## config.mk

```make
export PLATFORM = sky130hd
export DESIGN_NAME = ahb_s2m_nslv
export DESIGN_NICKNAME = d
export VERILOG_FILES = /design/src/rtl/ahb_s2m_nslv.sv
export SDC_FILE = /design/constraint.sdc
export NUM_CORES = 1
export LEC_CHECK = 0
export BUFFER_PORTS_ARGS = -buffer_cell sky130_fd_sc_hd__buf_2
export CAP_MARGIN = 30
export CORE_MARGIN = 2
export CORE_UTILIZATION = 32
export CTS_CLUSTER_DIAMETER = 30
export DETAILED_ROUTE_END_ITERATION = 7
export HOLD_SLACK_MARGIN = 0.02
export PLACE_DENSITY = 0.78
export SLEW_MARGIN = 20
export SYNTH_ARGS = -nofsm -noshare
export SYNTH_HDL_FRONTEND = slang
export SYNTH_SLANG_ARGS = --single-unit
```

## constraint.sdc

```tcl
create_clock -name HCLK -period 2.5 [get_ports HCLK]
set_input_delay 0.125 -clock HCLK [delete_from_list [all_inputs] [get_ports HCLK]]
set_output_delay 0.125 -clock HCLK [all_outputs]
set_load 0.02 [all_outputs]
```

## src/rtl/ahb_s2m_nslv.sv

```systemverilog
// ahb_s2m_nslv: AHB-Lite slave-to-master response mux with default slave and wait-state watchdog
module ahb_s2m_nslv #(
  parameter int NUM_S   = 3,
  parameter int DW      = 32,
  parameter int TIMEOUT = 256
) (
  input  logic                HRESETn,
  input  logic                HCLK,
  input  logic [NUM_S-1:0]    HSEL,
  input  logic [1:0]          HTRANS,
  input  logic [NUM_S*DW-1:0] HRDATA_S,
  input  logic [NUM_S*2-1:0]  HRESP_S,
  input  logic [NUM_S-1:0]    HREADY_S,
  output logic [DW-1:0]       HRDATA,
  output logic [1:0]          HRESP,
  output logic                HREADY,
  output logic                TOUT
);
  localparam int WW = TIMEOUT > 0 ? $clog2(TIMEOUT + 1) : 1;
  typedef enum logic [1:0] {PASS, ERR1, ERR2} state_t;
  state_t           state, state_nx;
  logic [NUM_S-1:0] sel_reg;
  logic             act_reg;
  logic [WW-1:0]    wcnt;
  logic             valid, s_rdy, trip;
  logic [DW-1:0]    s_data;
  logic [1:0]       s_resp;
  logic             unused_ok;
  assign unused_ok = HTRANS[0];
  assign valid = $onehot(sel_reg);
  assign trip = TIMEOUT != 0 && valid && !s_rdy && 32'(wcnt) == TIMEOUT - 1;
  // OR-merge of selected slaves; only trusted when exactly one is selected
  always_comb begin
    s_data = '0;
    s_resp = '0;
    s_rdy  = 1'b0;
    for (int i = 0; i < NUM_S; i++) begin
      s_data |= {DW{sel_reg[i]}} & HRDATA_S[i*DW +: DW];
      s_resp |= {2{sel_reg[i]}} & HRESP_S[i*2 +: 2];
      s_rdy  |= sel_reg[i] & HREADY_S[i];
    end
  end
  // response FSM: pass-through, or two-cycle ERROR for unmapped/multi-select/timeout
  always_comb begin
    state_nx = state;
    HRDATA   = '0;
    HRESP    = 2'b00;
    HREADY   = 1'b1;
    TOUT     = 1'b0;
    case (state)
      PASS: begin
        if (valid) begin
          HRDATA = s_data;
          HRESP  = s_resp;
          HREADY = s_rdy;
          if (trip) state_nx = ERR1;
        end else if (act_reg) begin
          HREADY   = 1'b0;
          HRESP    = 2'b01;
          state_nx = ERR2;
        end
      end
      ERR1: begin
        HREADY   = 1'b0;
        HRESP    = 2'b01;
        TOUT     = 1'b1;
        state_nx = ERR2;
      end
      ERR2: begin
        HRESP    = 2'b01;
        state_nx = PASS;
      end
      default: state_nx = PASS;
    endcase
  end
  // state, address-phase capture and wait-state counter
  always_ff @(posedge HCLK or negedge HRESETn) begin
    if (!HRESETn) begin
      state   <= PASS;
      sel_reg <= '0;
      act_reg <= 1'b0;
      wcnt    <= '0;
    end else begin
      state <= state_nx;
      if (HREADY) begin
        sel_reg <= HSEL;
        act_reg <= HTRANS[1];
      end
      wcnt <= (HREADY || state != PASS || TIMEOUT == 0) ? '0 :
              (valid && !s_rdy) ? wcnt + 1'b1 : wcnt;
    end
  end
endmodule

```

==> impl_metrics.csv <==
group,metric,value,unit
placed_design,routabilityCongestion,0.779,
sta,slew_headroom,0.727,
detailed_routing,drc,0,
finish,nets,425,
yosys,yosys.area_share.simple,0.203,
global_route,track_usage,0.207,
critical_path,r2r-end,"sel_reg[0]",
sta,hold_violations,0,
finish,drive_gt1_frac,0.529,
power_and_ir_drop,p_total,2.71,mW
yosys,synth_top_family_by_area,"compound AO/OA/AOI/OAI gates",
yosys,yosysTopAreaCell,"dfrtp_1",
clock_tree,clk_latency,0.26,ns
critical_path,r2r_start,"sel_reg[0]",
floorplan,dieHeight,70.1,um
finish,mostFrequentLayoutCell,"buf_2",
finish,diodes,0,
yosys,yosysTopAreaCellShare,0.269,
sta,hold_slack,0.0941,ns
floorplan,dieArea,4910,um2
sta,final-setup-viol-count,0,
placed_design,io_buffers,146,
global_route,antenna_found_initial,0,
yosys,synthFlopType,"dfrtp_1",
detailed_routing,viasPerCell,5.47,
clock_tree,cts_tree,"done",
yosys,synthMuxAreaShare,0.0430,
detailed_routing,wirelength,5340,um
flow_run,cap_violations,0,
detailed_routing,vias,1960,
clock_tree,clkTransAtPathRegs,0.07,ns
critical_path,r2r_slack,0.41,ns
hold_path,min_from,"HSEL[1]",
floorplan,die_x,70.1,um
sta,finalMaxSlewViolations,0,
yosys,yosys_warnings,0,
critical_path,worstPathRequired,2.38,ns
hold_path,hold_depth,2,
sta,worst-slew-pin-transition,0.408,ns
power_and_ir_drop,power_density,1220,nW/um2
critical_path,cp_max_fo,25,
floorplan,ios,148,
sta,skew,0.00508,ns
clock_tree,htreeDepth,1,
floorplan,placementRows,24,
detailed_routing,firstDrtPassIters,6,
yosys,synth_cell_type_count,28,
floorplan,start_util,0.327,
finish,mostFrequentLayoutCells,"146 x buf_2, 38 x nor2_1, 35 x a222oi_1, 15 x dfrtp_1",
outcome,status,"complete, no violations",
clock_tree,clkSinkCount,15,
finish,postLayoutCoreUtil,0.521,
power_and_ir_drop,vdd_drop_max,0.000544,V
global_route,grt_pass1_vias,1850,
finish,largest_reg_flops,9,
detailed_routing,drt.antenna.violating_nets,0,
yosys,syn_inst,167,
yosys,syn_nets,285,
clock_tree,cts_root_buffer,"clkbuf_8",
sta,rsz0062_at_grt,"no",
critical_path,end_kind,"output pin",
critical_path,crit_path_start_kind,"flip-flop",
floorplan,core,4260,um2
hold_path,hold_path_end,"sel_reg[1]",
critical_path,reg2regPathDepth,7,
clock_tree,numCtsBuffers,3,
yosys,synth_compound_area_frac,0.335,
detailed_routing,drt_iter0_markers,221,
yosys,synth-seq-cells,15,
finish,fill_cells,426,
power_and_ir_drop,total_leakage_power,1.24,nW
yosys,syn_avg_cell_area,8.36,um2
hold_path,worstHoldPathType,"input pin to flip-flop",
global_route,gr-total-overflow,0,
yosys,synthTopCellsByArea,"dfrtp_1 27%, a222oi_1 25%, nor2_1 10%",
placed_design,dp_hpwl,4120,um
yosys,synth-xor-area-share,0.0125,
yosys,seq_area_frac_synth,0.269,
yosys,async_flop_share,1.00,
yosys,synth_edf_count,0,
global_route,grt_pass1_wl,8380,um
sta,max_freq,438,MHz
yosys,synth_fa_ha_area_frac,0.0591,
finish,syn2layout_area_growth,59.1,%
sta,totalNegativeSetupSlack,0,ns
detailed_routing,wl_per_cell,14.9,um
global_route,grt_max_degree,37,
critical_path,critPathArrivalTime,2.16,ns
sta,finalCritPeriodShare,0.913,
clock_tree,cts_buffer_depth,2,
yosys,netlist_area,1400,um2
critical_path,worstSetupPathType,"flip-flop to output pin",
sta,period_needed,2.28,ns
clock_tree,cts-resized-gates,0,
timing repair:
item,4_1_cts,5_1_grt
hold buffers,1,0
buffers inserted,0,0
endpoints found under the hold margin,15,0
where the power goes:
group          switching (mW)  internal, mW  leakage, nW
combinational            1.36         0.825         1.02
sequential             0.0312         0.290        0.198
clock                  0.0933         0.111       0.0255
total                    1.48          1.23         1.24
cell families after synthesis:
kind of cell / count (synthesis)
xor gates and xnor gates: 2
muxes: 4
adders and majority gates: 6
AOI/OAI and AO/OA: 53
and+or+nand+nor: 62
DFF: 15
buffers and inverters: 25
final cells by class:
type / count / area [um2] / share of cell area
multi-input cells: 127 / 911 / 0.410
repair buffers: 153 / 798 / 0.359
flip-flops and latches: 15 / 375 / 0.169
well taps: 52 / 65.1 / 0.0293
clock buffers: 3 / 41.3 / 0.0186
inverters: 7 / 26.3 / 0.0118
clock inverters: 1 / 5.00 / 0.00225
layer usage:
layer | GRT usage | routed length [um] | vias up
met5 | 0 | 0 | -
met4 | 0.0513 | 31 | 0
met3 | 0.0231 | 324 | 3
met2 | 0.371 | 2750 | 91
met1 | 0.262 | 2230 | 924
li1 | - | - | 942
critical path, stage by stage, from the launching register on:
cell and delay, ns:
dfrtp_1 0.35, inv_1 0.06, fa_1 0.48, nor2b_1 0.16
nand2_1 0.28, buf_12 0.27, nor2_1 0.11, buf_2 0.18
worst max path at each step:
stage                          start    endpoint  depth (start not counted)
final                     sel_reg[0]  HRDATA[29]                          7
after CTS                 sel_reg[0]  HRDATA[28]                          7
after detailed placement  sel_reg[0]  sel_reg[0]                          7
after global placement    sel_reg[0]  sel_reg[0]                          7
after global routing      sel_reg[0]  HRDATA[29]                          7
after floorplan           sel_reg[2]  sel_reg[1]                          9
synthesized netlist by cell type, types with 3 or more instances:
master / count
nand3_1: 3
a31oi_1: 4
inv_1: 7
nand2b_1: 4
a222oi_1: 35
nor2_1: 38
nand2_1: 4
a21oi_1: 7
dfrtp_1: 15
clkbuf_1: 15
ha_1: 5
mux2_4: 4
and3_1: 6
metrics by stage:
stage / setup slack [ns] / cells / instance area [um2]
after floorplan: 0.0246 / 167 / 1400
after global placement: 0.471 / 353 / 2170
after detailed placement: 0.412 / 353 / 2170
after CTS: 0.220 / 358 / 2220
after global routing: 0.0922 / 358 / 2220
final: 0.217 / 358 / 2220
Power figures use the tool's default switching activity.
